===== src/rtl/display_scan_mux.sv =====
// Scan multiplexer for a multi-digit 7-segment display: latches a packed BCD value and
// presents it one digit at a time to the decoder, with digit enables aligned to SEG.
module display_scan_mux #(
    parameter int DIGITS      = 4,
    parameter int REFRESH_DIV = 50000
) (
    input  logic                  CLK,
    input  logic                  RST_N,
    input  logic                  LOAD,
    input  logic [4*DIGITS-1:0]   VALUE,
    input  logic                  BLANK_LZ,
    output logic [3:0]            D,
    output logic [DIGITS-1:0]     AN,
    output logic                  FRAME
);

    localparam int PW = (REFRESH_DIV > 1) ? $clog2(REFRESH_DIV) : 1;
    localparam int IW = (DIGITS > 1) ? $clog2(DIGITS) : 1;
    localparam logic [PW-1:0] PRESC_MAX = PW'(REFRESH_DIV - 1);
    localparam logic [IW-1:0] LAST_IDX  = IW'(DIGITS - 1);

    logic [PW-1:0]         presc_q, presc_d;
    logic [IW-1:0]         idx_q, idx_d;
    logic [IW-1:0]         idx_dly_q, idx_dly_d;
    logic [4*DIGITS-1:0]   shadow_q, shadow_d;
    logic [3:0]            d_q, d_d;
    logic [DIGITS-1:0]     an_q, an_d;
    logic                  frame_q, frame_d;
    logic                  an_en_q, an_en_d;

    logic                  tick;
    logic [IW-1:0]         lz_limit;
    logic [3:0]            nib;

    always_comb begin
        tick      = (presc_q == PRESC_MAX);
        presc_d   = tick ? '0 : presc_q + 1'b1;
        idx_d     = idx_q;
        frame_d   = 1'b0;
        if (tick) begin
            if (idx_q == LAST_IDX) begin
                idx_d   = '0;
                frame_d = 1'b1;
            end else begin
                idx_d = idx_q + 1'b1;
            end
        end

        shadow_d = LOAD ? VALUE : shadow_q;

        // lz_limit ends at the most significant nonzero nibble; digit 0 is never blanked.
        lz_limit = '0;
        nib      = 4'h0;
        for (int k = 0; k < DIGITS; k++) begin
            if (shadow_q[4*k +: 4] != 4'h0) begin
                lz_limit = IW'(k);
            end
            if (idx_q == IW'(k)) begin
                nib = shadow_q[4*k +: 4];
            end
        end
        d_d = (BLANK_LZ && (idx_q > lz_limit)) ? 4'hF : nib;

        // AN lags idx by two registers to match D plus the decoder's SEG register;
        // an_en keeps all digits dark until the delayed index is meaningful.
        idx_dly_d = idx_q;
        an_en_d   = 1'b1;
        an_d      = '1;
        for (int k = 0; k < DIGITS; k++) begin
            an_d[k] = ~(an_en_q && (idx_dly_q == IW'(k)));
        end
    end

    always_ff @(posedge CLK or negedge RST_N) begin
        if (!RST_N) begin
            presc_q   <= '0;
            idx_q     <= '0;
            idx_dly_q <= '0;
            shadow_q  <= '0;
            d_q       <= 4'hF;
            an_q      <= '1;
            frame_q   <= 1'b0;
            an_en_q   <= 1'b0;
        end else begin
            presc_q   <= presc_d;
            idx_q     <= idx_d;
            idx_dly_q <= idx_dly_d;
            shadow_q  <= shadow_d;
            d_q       <= d_d;
            an_q      <= an_d;
            frame_q   <= frame_d;
            an_en_q   <= an_en_d;
        end
    end

    assign D     = d_q;
    assign AN    = an_q;
    assign FRAME = frame_q;

endmodule


===== config.mk =====
export PLATFORM = sky130hd
export DESIGN_NAME = display_scan_mux
export DESIGN_NICKNAME = d
export VERILOG_FILES = /design/src/rtl/display_scan_mux.sv
export SDC_FILE = /design/constraint.sdc
export NUM_CORES = 1
export LEC_CHECK = 0
export CAP_MARGIN = 20
export CORE_MARGIN = 2
export CORE_UTILIZATION = 47
export CTS_BUF_LIST = sky130_fd_sc_hd__clkbuf_4
export CTS_CLUSTER_SIZE = 10
export DETAILED_ROUTE_END_ITERATION = 6
export PLACE_DENSITY = 0.71
export SLEW_MARGIN = 20
export SYNTH_ARGS = -nofsm -noshare
export SYNTH_HDL_FRONTEND = slang
export SYNTH_SLANG_ARGS = --single-unit

===== constraint.sdc =====
create_clock -name CLK -period 3.56 [get_ports CLK]
set_input_delay 0.712 -clock CLK [delete_from_list [all_inputs] [get_ports CLK]]
set_output_delay 0.712 -clock CLK [all_outputs]
set_load 0.01 [all_outputs]

== Word level (Yosys, flattened, before mapping) ==
Cells that the tools add are included.

* Register bits: 46
* Input bits: 20
* Output and inout port bits: 9
* Word-level logic and storage cells: 44

* Add/subtract/negate cells: 2
* $lt $le $gt $ge: 1
* Equal/unequal tests: 7
* Multiplexer cells: 12
* Bitwise logic cells: 4
* Reduce and logical (&&, ||, !) cells: 10

{| class="wikitable"
|+ Operator list
! kind !! count
|-
| $mux W4 || 5
|-
| $add A16 B1 Y16 const B || 1
|-
| $eq A16 B16 Y1 const B || 1
|-
| $mux W16 || 1
|-
| $reduce_bool A4 Y1 || 3
|-
| $eq A2 B2 Y1 const B || 4
|-
| $mux W2 || 3
|-
| $logic_and A1 B1 Y1 || 5
|-
| $eq A2 B1 Y1 const B || 2
|-
| $logic_not A2 Y1 || 2
|-
| $not A1 Y1 || 4
|-
| $mux W1 || 3
|-
| $add A2 B1 Y2 const B || 1
|-
| $gt A2 B2 Y1 || 1
|}

== Logic depth before layout (Yosys ltp) ==
Gate-level depths: netlist of run 1.

* Depth in word-level cells: 7
* Depth in mapped cells: 6
* Depth with buffers taken out: 6

== Worst setup path after synthesis of run 1 ==
No wires, ideal clock.

* Kind: register -> register
* Start: register shadow_q[12]
* End: register d_q[0] (netlist: D[0])
* Library setup time: 0.107 ns
* Data arrival time: 1.730 ns
* Data required time: 3.453 ns
* Slack: 1.723 ns
* Stages on the path, launching flop included: 7
* Path buffers: 0
* Period minus slack after synthesis: 1.837 ns
* Path through: dfrtp_1 or4_1 nor2_1 ha_1 nor2b_1 o211ai_1 o311ai_0

* Longest elaborated chain between the ends: 5
* Elaborated cells on any way between the ends: 6
* Those cells by class: 1 x order compare; 3 x mux; 2 x reduce/logical

{| class="wikitable"
|+ Ends and longest elaborated chain
! item !! RTL line !! source
|-
| start, declared || 25 || <nowiki>logic [4*DIGITS-1:0] shadow_q, shadow_d;</nowiki>
|-
| start signal, assigned || 88 || <nowiki>shadow_q <= shadow_d;</nowiki>
|-
| $reduce_bool A4 Y1 || 55 || <nowiki>if (shadow_q[4*k +: 4] != 4'h0) begin</nowiki>
|-
| $mux W2 || 55 ||
|-
| $gt A2 B2 Y1 || 62 || <nowiki>d_d = (BLANK_LZ && (idx_q > lz_limit)) ? 4'hF : nib;</nowiki>
|-
| $logic_and A1 B1 Y1 || 62 ||
|-
| $mux W4 * || 62 ||
|-
| named net d_d[0] || 26 || <nowiki>logic [3:0] d_q, d_d;</nowiki>
|-
| end signal, assigned || 80 || <nowiki>d_q <= 4'hF;</nowiki>
|-
| end signal, assigned || 89 || <nowiki>d_q <= d_d;</nowiki>
|-
| end, declared || 26 ||
|}

The timed path passes the listed nets; every way through them passes the cells marked *.
A chain may end at the register's enable or synchronous reset.

== Final worst setup path of run 1 ==
* Start: register presc_q[5]
* End: register presc_q[14]

* Longest elaborated chain between the ends: 2
* Elaborated cells on any way between the ends: 3
* Those cells by class: 1 x add/sub; 1 x eq/ne; 1 x mux

{| class="wikitable"
|+ Ends and longest elaborated chain
! item !! RTL line !! source
|-
| start, declared || 22 || <nowiki>logic [PW-1:0] presc_q, presc_d;</nowiki>
|-
| start signal, assigned || 85 || <nowiki>presc_q <= presc_d;</nowiki>
|-
| $add A16 B1 Y16 or $eq A16 B16 Y1 (tied branches) || 37, 36 ||
|-
| $mux W16 * || 37 || <nowiki>presc_d = tick ? '0 : presc_q + 1'b1;</nowiki>
|-
| named net presc_d[14] || 22 ||
|}

Marks and branches as above.

==> flow_metrics.env, run 1 <==
export IMPL_crit_required_ps=3800
export IMPL_period_needed_ps=2160
export IMPL_place_gp_congestion=0.884
export IMPL_via_per_inst=5.52
export IMPL_clk_latency_ps=350
export IMPL_synthAdderAreaFrac=0.0422
export IMPL_synth_compound_area_frac=0.0591
export IMPL_ys_seq_area_frac=0.560
export IMPL_cp_max_fo=14
export IMPL_rows=24
export IMPL_synth_top_family_by_area="simple AND/OR/NAND/NOR gates"
export IMPL_power_internal_w=0.000670
export IMPL_regArea_um2=1160
export IMPL_irDropWorstVdd_mv=0.164
export IMPL_grt_overflow=0
export IMPL_power_frac_comb=0.090
export IMPL_seqPwrFrac=0.649
export IMPL_cts_repair_resized=0
export IMPL_grt_pass1_wl_um=6540
export IMPL_finalMaxSlewViolations=0
export IMPL_cts_buffers=5
export IMPL_fin_skew_ps=5.87
export IMPL_tns_ps=0
export IMPL_clk_pin_slew_ps=130
export IMPL_yosysTopAreaCellShare=0.459
export IMPL_cts_hold_buf=0
export IMPL_fillers=368
export IMPL_rsz0062_at_grt="no"
export IMPL_antenna_found_initial=0
export IMPL_finalHoldViolCount=0
export IMPL_power_frac_clock=0.261
export IMPL_die_h_um=70.4
export IMPL_die_w_um=70.4
export IMPL_critical_path_class="flip-flop to flip-flop"
export IMPL_end_kind="flip-flop"
export IMPL_synth_area_top_cells="dfrtp_1 46%, dfstp_2 10%, mux2_2 8.7%, ha_1 4.2%, xnor2_1 2.1%"
export IMPL_grt_max_degree=47
export IMPL_postCtsSetupRepairBufs=0
export IMPL_cts_tree="built"
export IMPL_first_global_vias=1398
export IMPL_vias=1379
export IMPL_post_route_period_util=0.606
export IMPL_dieArea_um2=4960
export IMPL_multi_input_area_um2=882
export IMPL_first_iter_violations=94
export IMPL_core_um2=4290
export IMPL_outcome="complete, no violations"
export IMPL_muxShareOfSynthArea=0.0917
export IMPL_yosysTopAreaCell="dfrtp_1"
export IMPL_num_antenna_cells=0
export IMPL_clk_path_buf_depth=2
export IMPL_arrival_ps=2400
export IMPL_power_density_nw_per_um2=358
export IMPL_yosysWarningCount=0
export IMPL_hold_class="input pin to asynchronous set/reset pin"
export IMPL_start_util=0.483
export IMPL_pin_count=29
export IMPL_routed_wl_um=3700
export IMPL_synthSimpleGateAreaFrac=0.188
export IMPL_synth_cell_types=39
export IMPL_portBuffers=28
export IMPL_worstMarginPinSlew_ps=786
export IMPL_whs_ps=336
export IMPL_synth_xor_area_frac=0.0422
export IMPL_route_detailed_drc=0
export IMPL_crit_path_start_kind="flip-flop"
export IMPL_syn_avg_cell_area_um2=12.5
export IMPL_firstDrtPassIters=4
export IMPL_postSynthCellCount=166
export IMPL_post_drt_wl_per_cell_um=14.8
export IMPL_antenna_left=0
export IMPL_slew_headroom=0.472
export IMPL_drive_gt1_frac=0.192
export IMPL_dp_hpwl_um=2740
export IMPL_swShare=0.233
export IMPL_p_leak_nw=0.998
export IMPL_syn_cell_area_um2=2070
export IMPL_fmax_ghz=0.464
export IMPL_cts_htree_levels=2
export IMPL_p_switching_w=0.000203
export IMPL_cts_num_sinks=46
export IMPL_grt_usage=0.165
export IMPL_cap_violations=0
export IMPL_setup_viol=0
export IMPL_nNetsFinal=224
export IMPL_synth_seq_cells=46
export IMPL_cts_root_buf="clkbuf_4"
export IMPL_synth_nets=193
export IMPL_areaGrowthSynthToFinish_pct=17.8
==> metal layers <==
layer  wire length (um)  GRT usage  vias up
li1                   -          -      662
met1               1710      0.219      686
met2               1780      0.261       25
met3                152     0.0433        6
met4                 55     0.0620        0
met5                  0          0        -
==> layout make-up <==
| class | count | share of cell area |
|---|---|---|
| Sequential cell | 46 | 0.475 |
| Multi-Input combinational cell | 114 | 0.361 |
| Timing Repair Buffer | 28 | 0.114 |
| Tap cell | 52 | 0.0266 |
| Clock buffer | 5 | 0.0154 |
| Clock inverter | 3 | 0.00461 |
| Inverter | 2 | 0.00307 |
==> synthesized netlist by cell type <==
library cell / instances
a21oi_1: 3
a221oi_1: 3
and2_1: 1
and2b_1: 1
and3_1: 1
and4_1: 4
buf_1: 1
buf_6: 1
clkbuf_1: 2
conb_1: 1
dfrtp_1: 38
dfstp_2: 8
ha_1: 7
inv_1: 2
mux2_2: 16
mux2i_1: 1
nand2_1: 9
nand2_2: 2
nand2b_1: 1
nand3_1: 8
nand3b_1: 5
nand4_1: 5
nand4b_1: 1
nor2_1: 8
nor2b_1: 5
nor3_1: 1
nor4_1: 2
nor4_4: 1
o211ai_1: 2
o21ai_0: 3
o21ai_2: 2
o21bai_1: 1
o311ai_0: 3
or3_1: 1
or3b_2: 1
or4_1: 3
or4b_4: 2
xnor2_1: 5
xor2_1: 5
==> placed cells by master (no fill, tap or decap), drive strengths merged <==
master	n
dfrtp	38
clkdlybuf4s50	27
mux2	16
nand2	11
dfstp	8
nor2	8
nand3	8
ha	7
nand3b	5
nor2b	5
nand4	5
xnor2	5
xor2	5
clkbuf	5
o21ai	5
and4	4
or4	3
a21oi	3
a221oi	3
o311ai	3
clkinv	3
nor4	3
inv	2
o211ai	2
or4b	2
o21bai	1
nor3	1
or3	1
and3	1
and2b	1
nand2b	1
mux2i	1
or3b	1
nand4b	1
and2	1
conb	1
buf	1
==> stage by stage <==
| stage | utilization | power, W | instances | instance area [um2] | setup WS (ps) |
|---|---|---|---|---|---|
| detailed placement | 0.557 | 0.000656 | 242 | 2390 | 1380 |
| CTS | 0.568 | 0.000885 | 250 | 2440 | 1390 |
| global route | 0.569 | 0.000915 | 250 | 2440 | 1270 |
| finish | 0.569 | 0.000873 | 250 | 2440 | 1400 |
| global placement | 0.557 | 0.000651 | 242 | 2390 | 1450 |
| floorplan | - | 0.000605 | 166 | 2070 | 1720 |
==> power by group through the flow <==
stage / Combinational [W] / Clock, W / Sequential, W
2_1_floorplan: 0.0000315 / 0 / 0.000573
3_3_place_gp: 0.0000763 / 0 / 0.000575
3_5_place_dp: 0.0000795 / 0 / 0.000577
4_1_cts: 0.0000796 / 0.000238 / 0.000567
5_1_grt: 0.0000856 / 0.000259 / 0.000570
6_report: 0.0000784 / 0.000228 / 0.000567
==> registers in the layout (all words and copies together), names as in the netlist <==
name	cells
an_en_q	1
FRAME	1
presc_q	16
D	4
shadow_q	16
idx_dly_d	2
idx_dly_q	2
AN	4
==> kinds of logic after synthesis <==
group	Yosys count
compound gates	17
xor+xnor	10
fa+ha+maj	7
buf+inv	6
flops	46
mux	17
other cells	1
simple gates	62
==> worst paths after layout <==
check | start | endpoint | slack [ps] | cells after the start
max | presc_q[5] | presc_q[14] | 1400 | 4
min | RST_N | idx_dly_q[0] | 340 | 1
max reg2reg | presc_q[5] | presc_q[14] | 1400 | 4
min reg2reg | idx_dly_q[1] | AN[3] | 470 | 1
max in group asynchronous | RST_N | AN[2] | 2830 | 1
min in group CLK | idx_dly_q[1] | AN[3] | 470 | 1
==> worst max-delay path, stage by stage, from the launching register on <==
cell      delay [ps]
dfrtp_1          470
or4b_4           590
nor4_4           720
nand3b_1         200
o21ai_0           80
No activity file was read; power rests on OpenSTA's default activity.
==> run 2: changes to the inputs <==
- clock period: 3.56 -> 2.23 ns (I/O delays scaled with it)
==> flow_metrics.env, run 2 (synthesis results as in run 1) <==
export IMPL_drive_gt1_frac=0.219
export IMPL_cts_buffers=5
export IMPL_power_density_nw_per_um2=608
export IMPL_regArea_um2=1160
export IMPL_core_um2=4290
export IMPL_vias=1421
export IMPL_clk_path_buf_depth=2
export IMPL_dp_hpwl_um=2710
export IMPL_cp_max_fo=4
export IMPL_multi_input_area_um2=882
export IMPL_dpl_cell_count=245
export IMPL_num_antenna_cells=0
export IMPL_pin_count=29
export IMPL_route_detailed_drc=0
export IMPL_cts_num_sinks=46
export IMPL_die_h_um=70.4
export IMPL_die_w_um=70.4
export IMPL_arrival_ps=2340
export IMPL_final_cell_mix="38 x dfrtp_1, 27 x clkdlybuf4s50_1, 16 x mux2_2"
export IMPL_cts_root_buf="clkbuf_4"
export IMPL_finalHoldViolCount=0
export IMPL_critical_path_class="flip-flop to flip-flop"
export IMPL_first_global_vias=1411
export IMPL_areaGrowthSynthToFinish_pct=21.4
export IMPL_portBuffers=28
export IMPL_period_needed_ps=2060
export IMPL_hold_class="input pin to asynchronous set/reset pin"
export IMPL_top_usage_layer="met2"
export IMPL_cts_tree="built"
export IMPL_tns_ps=0
export IMPL_grt_overflow=0
export IMPL_via_per_inst=5.62
export IMPL_nNetsFinal=227
export IMPL_p_leak_nw=1.04
export IMPL_irDropWorstVdd_mv=0.238
export IMPL_dieArea_um2=4960
export IMPL_cap_violations=0
export IMPL_mostFrequentLayoutCell="dfrtp_1"
export IMPL_crit_path_start_kind="flip-flop"
export IMPL_post_route_period_util=0.926
export IMPL_setup_viol=0
export IMPL_end_kind="flip-flop"
export IMPL_outcome="complete, no violations"
export IMPL_antenna_found_initial=0
export IMPL_place_gp_congestion=0.886
export IMPL_cts_hold_buf=0
export IMPL_use_met3=0.0505
export IMPL_routed_wl_um=3780
export IMPL_first_iter_violations=90
export IMPL_fin_skew_ps=10.6
export IMPL_antenna_left=0
export IMPL_clk_pin_slew_ps=130
export IMPL_grt_max_degree=47
export IMPL_layout_cells_non_filler=253
export IMPL_fmax_ghz=0.485
export IMPL_crit_required_ps=2500
export IMPL_post_place_ws_ps=194
export IMPL_grt_usage=0.170
export IMPL_finalMaxSlewViolations=0
export IMPL_fin_ws_ps=166
export IMPL_rows=24
export IMPL_met2_usage=0.257
export IMPL_grt_pass1_wl_um=6570
export IMPL_reg_top3="presc_q (16), shadow_q (16)"
export IMPL_post_drt_wl_per_cell_um=15.0
export IMPL_rsz0062_at_grt="no"
export IMPL_met1_usage=0.226
export IMPL_firstDrtPassIters=4
export IMPL_cts_htree_levels=2
export IMPL_fillers=346
export IMPL_postCtsSetupRepairBufs=0
export IMPL_start_util=0.483
export IMPL_cts_repair_resized=0
export IMPL_clk_latency_ps=360
-- run 2: cell types whose count changed in the layout (fill, tap and decap cells not counted), sizes merged --
cell | before | now
buf | 1 | 4
bufinv | 0 | 1
clkinv | 3 | 2
-- run 2: through the flow --
step	util	instance area, um2	hold WS (ps)	power, W
floorplan	-	2070	150	0.000966
global placement	0.568	2440	436	0.00105
detailed placement	0.568	2440	448	0.00105
CTS	0.586	2520	39.9	0.00155
global route	0.586	2520	39.6	0.00160
finish	0.586	2520	39.0	0.00153
-- run 2: worst max-delay path: stages, from the launching register on --
cell	delay, ps
dfrtp_1	420
or4_1	550
nor2_1	140
ha_1	240
nor2b_1	140
o211ai_1	280
o311ai_0	200
-- run 2: power by group --
| part | internal, W | switching, W | total (W) |
|---|---|---|---|
| Combinational | 0.0000823 | 0.0000490 | 0.000131 |
| Sequential | 0.000878 | 0.0000251 | 0.000904 |
| Clock | 0.000232 | 0.000262 | 0.000495 |
-- run 2: final timing paths --
path,start,to,slack [ps],cells after the start
max in group asynchronous,RST_N,D[3],1920,2
worst max-delay path,shadow_q[13],D[1],170,6
worst min-delay path,RST_N,idx_dly_d[0],40,2
worst min register to register,idx_dly_q[1],AN[2],470,1
min in group CLK,idx_dly_q[1],AN[2],470,1
worst max register to register,shadow_q[13],D[1],170,6
-- run 2: per-layer routing --
layer / part of all wire / vias up / routed length (um)
li1: - / 677 / -
met1: 0.46 / 699 / 1740
met2: 0.47 / 36 / 1790
met3: 0.046 / 9 / 174
met4: 0.022 / 0 / 84
met5: 0 / - / 0
-- run 2: area by class of cell --
cell class	count	area share
Clock buffer	5	0.0149
Multi-Input combinational cell	114	0.351
Sequential cell	46	0.461
Inverter	2	0.00298
Clock inverter	3	0.0159
Tap cell	52	0.0259
Timing Repair Buffer	31	0.128
==> run 3: changes to the inputs <==
- PLACE_DENSITY: 0.71 -> 0.73
- clock period: 2.23 -> 1.7 ns (I/O delays scaled with it)
==> flow_metrics.env, run 3 (synthesis results as in run 1) <==
export IMPL_cts_buffers=5
export IMPL_cts_num_sinks=46
export IMPL_core_um2=4290
export IMPL_cts_root_buf="clkbuf_4"
export IMPL_grt_pass1_wl_um=7380
export IMPL_antenna_left=0
export IMPL_place_gp_congestion=0.868
export IMPL_dp_hpwl_um=3260
export IMPL_tns_ps=-990
export IMPL_cp_buffers_inverters=1
export IMPL_finalMaxSlewViolations=0
export IMPL_worstPathCellList="or4_4 > nor2_4 > ha_4 > nor2b_4 > o211ai_1 > buf_4 > o311ai_2"
export IMPL_clk_path_buf_depth=2
export IMPL_arrival_ps=2200
export IMPL_finalHoldViolCount=0
export IMPL_total_power_w=0.00191
export IMPL_post_dp_cell_area_um2=2590
export IMPL_start_util=0.483
export IMPL_fmax_ghz=0.518
export IMPL_power_density_nw_per_um2=681
export IMPL_rsz0062_at_grt="yes"
export IMPL_crit_required_ps=1970
export IMPL_drive_gt1_frac=0.352
export IMPL_crit_path_start_kind="flip-flop"
export IMPL_grt_usage=0.192
export IMPL_critical_path_class="flip-flop to flip-flop"
export IMPL_die_h_um=70.4
export IMPL_mostFrequentLayoutCell="dfrtp_1"
export IMPL_die_w_um=70.4
export IMPL_fin_ws_ps=-229
export IMPL_cts_tree="built"
export IMPL_irDropWorstVdd_mv=0.375
export IMPL_routed_wl_um=4390
export IMPL_vias=1535
export IMPL_cp_max_fo=4
export IMPL_p_leak_nw=1.20
export IMPL_setup_viol=8
export IMPL_via_per_inst=5.44
export IMPL_first_iter_violations=75
export IMPL_portBuffers=28
export IMPL_first_global_vias=1622
export IMPL_dieArea_um2=4960
export IMPL_areaGrowthSynthToFinish_pct=35.1
export IMPL_route_detailed_drc=0
export IMPL_pin_count=29
export IMPL_fin_skew_ps=13.8
export IMPL_hold_class="flip-flop to flip-flop"
export IMPL_final_area_um2=2800
export IMPL_clk_latency_ps=350
export IMPL_grt_overflow=0
export IMPL_end_kind="flip-flop"
export IMPL_cp_slowest_cell="or4_4"
export IMPL_outcome="finished, violations left"
export IMPL_post_drt_wl_per_cell_um=15.6
export IMPL_grt_max_degree=29
export IMPL_slew_headroom=0.595
export IMPL_violations="setup timing"
export IMPL_critPathTopFamily="simple AND/OR/NAND/NOR gates"
export IMPL_cap_violations=0
export IMPL_cts_htree_levels=2
export IMPL_num_antenna_cells=0
export IMPL_max_stage_delay_ps=570
export IMPL_antenna_found_initial=0
export IMPL_post_route_period_util=1.13
export IMPL_nNetsFinal=256
export IMPL_rows=24
export IMPL_firstDrtPassIters=5
export IMPL_worstMarginPinSlew_ps=607
export IMPL_period_needed_ps=1930
export IMPL_reg_top3="presc_q (16), shadow_q (16)"
export IMPL_final_cell_mix="38 x dfrtp_1, 28 x buf_4, 19 x clkdlybuf4s50_1"
export IMPL_clk_pin_slew_ps=120
[run 3: cell types whose count changed in the layout (fill, tap and decap cells not counted), moves of 3 or more]
cell             delta
dlygate4sd2_1       +8
buf_4              +27
clkdlybuf4s50_1     -8
o311ai_0            -3
[run 3: routing by layer]
metal  global-route usage  wire, um  share of wire  vias up
met5                    0         0              0        -
met4               0.0769        85          0.019        0
met3               0.0519       193          0.044       10
met2                0.332      2220           0.51       34
met1                0.224      1890           0.43      763
li1                     -         -              -      728
[run 3: area by class of cell]
class | count | area [um2]
flip-flops and latches | 46 | 1160
repair buffers | 60 | 537
clock buffers | 6 | 45.0
well taps | 52 | 65.1
clock inverters | 2 | 8.76
multi-input cells | 114 | 976
inverters | 2 | 7.51
fillers | 308 | 1490
[run 3: worst paths after layout]
| kind | from | end | slack, ps | cells after the start |
|---|---|---|---|---|
| min reg2reg | idx_dly_q[1] | AN[3] | 470 | 1 |
| min in group asynchronous | RST_N | FRAME | 510 | 2 |
| max in group asynchronous | RST_N | presc_q[14] | 600 | 3 |
| max | shadow_q[9] | D[3] | -230 | 7 |
| min | idx_dly_q[1] | AN[3] | 470 | 1 |
| max reg2reg | shadow_q[9] | D[3] | -230 | 7 |
[run 3: power breakdown]
part | internal (W) | switching, W | leakage (nW)
logic | 0.000143 | 0.0000852 | 0.604
clock network | 0.000172 | 0.000327 | 0.0331
registers | 0.00115 | 0.0000295 | 0.562
[run 3: per-stage QoR]
stage          cells  setup slack [ps]  hold WS [ps]   util
4_1_cts          279              -221           472  0.627
3_3_place_gp     265              -206           360  0.603
5_1_grt          282              -324           502  0.652
6_report         282              -229           469  0.652
3_5_place_dp     265              -316           380  0.603
2_1_floorplan    166              -137          44.4      -
[run 3: what timing repair did]
action,4_1_cts,5_1_grt
setup buffers,5,3
setup endpoints to repair,18,12
hold buffers,1,0
endpoints found under the hold margin,18,0
resized for setup,14,15
pin swaps,6,6
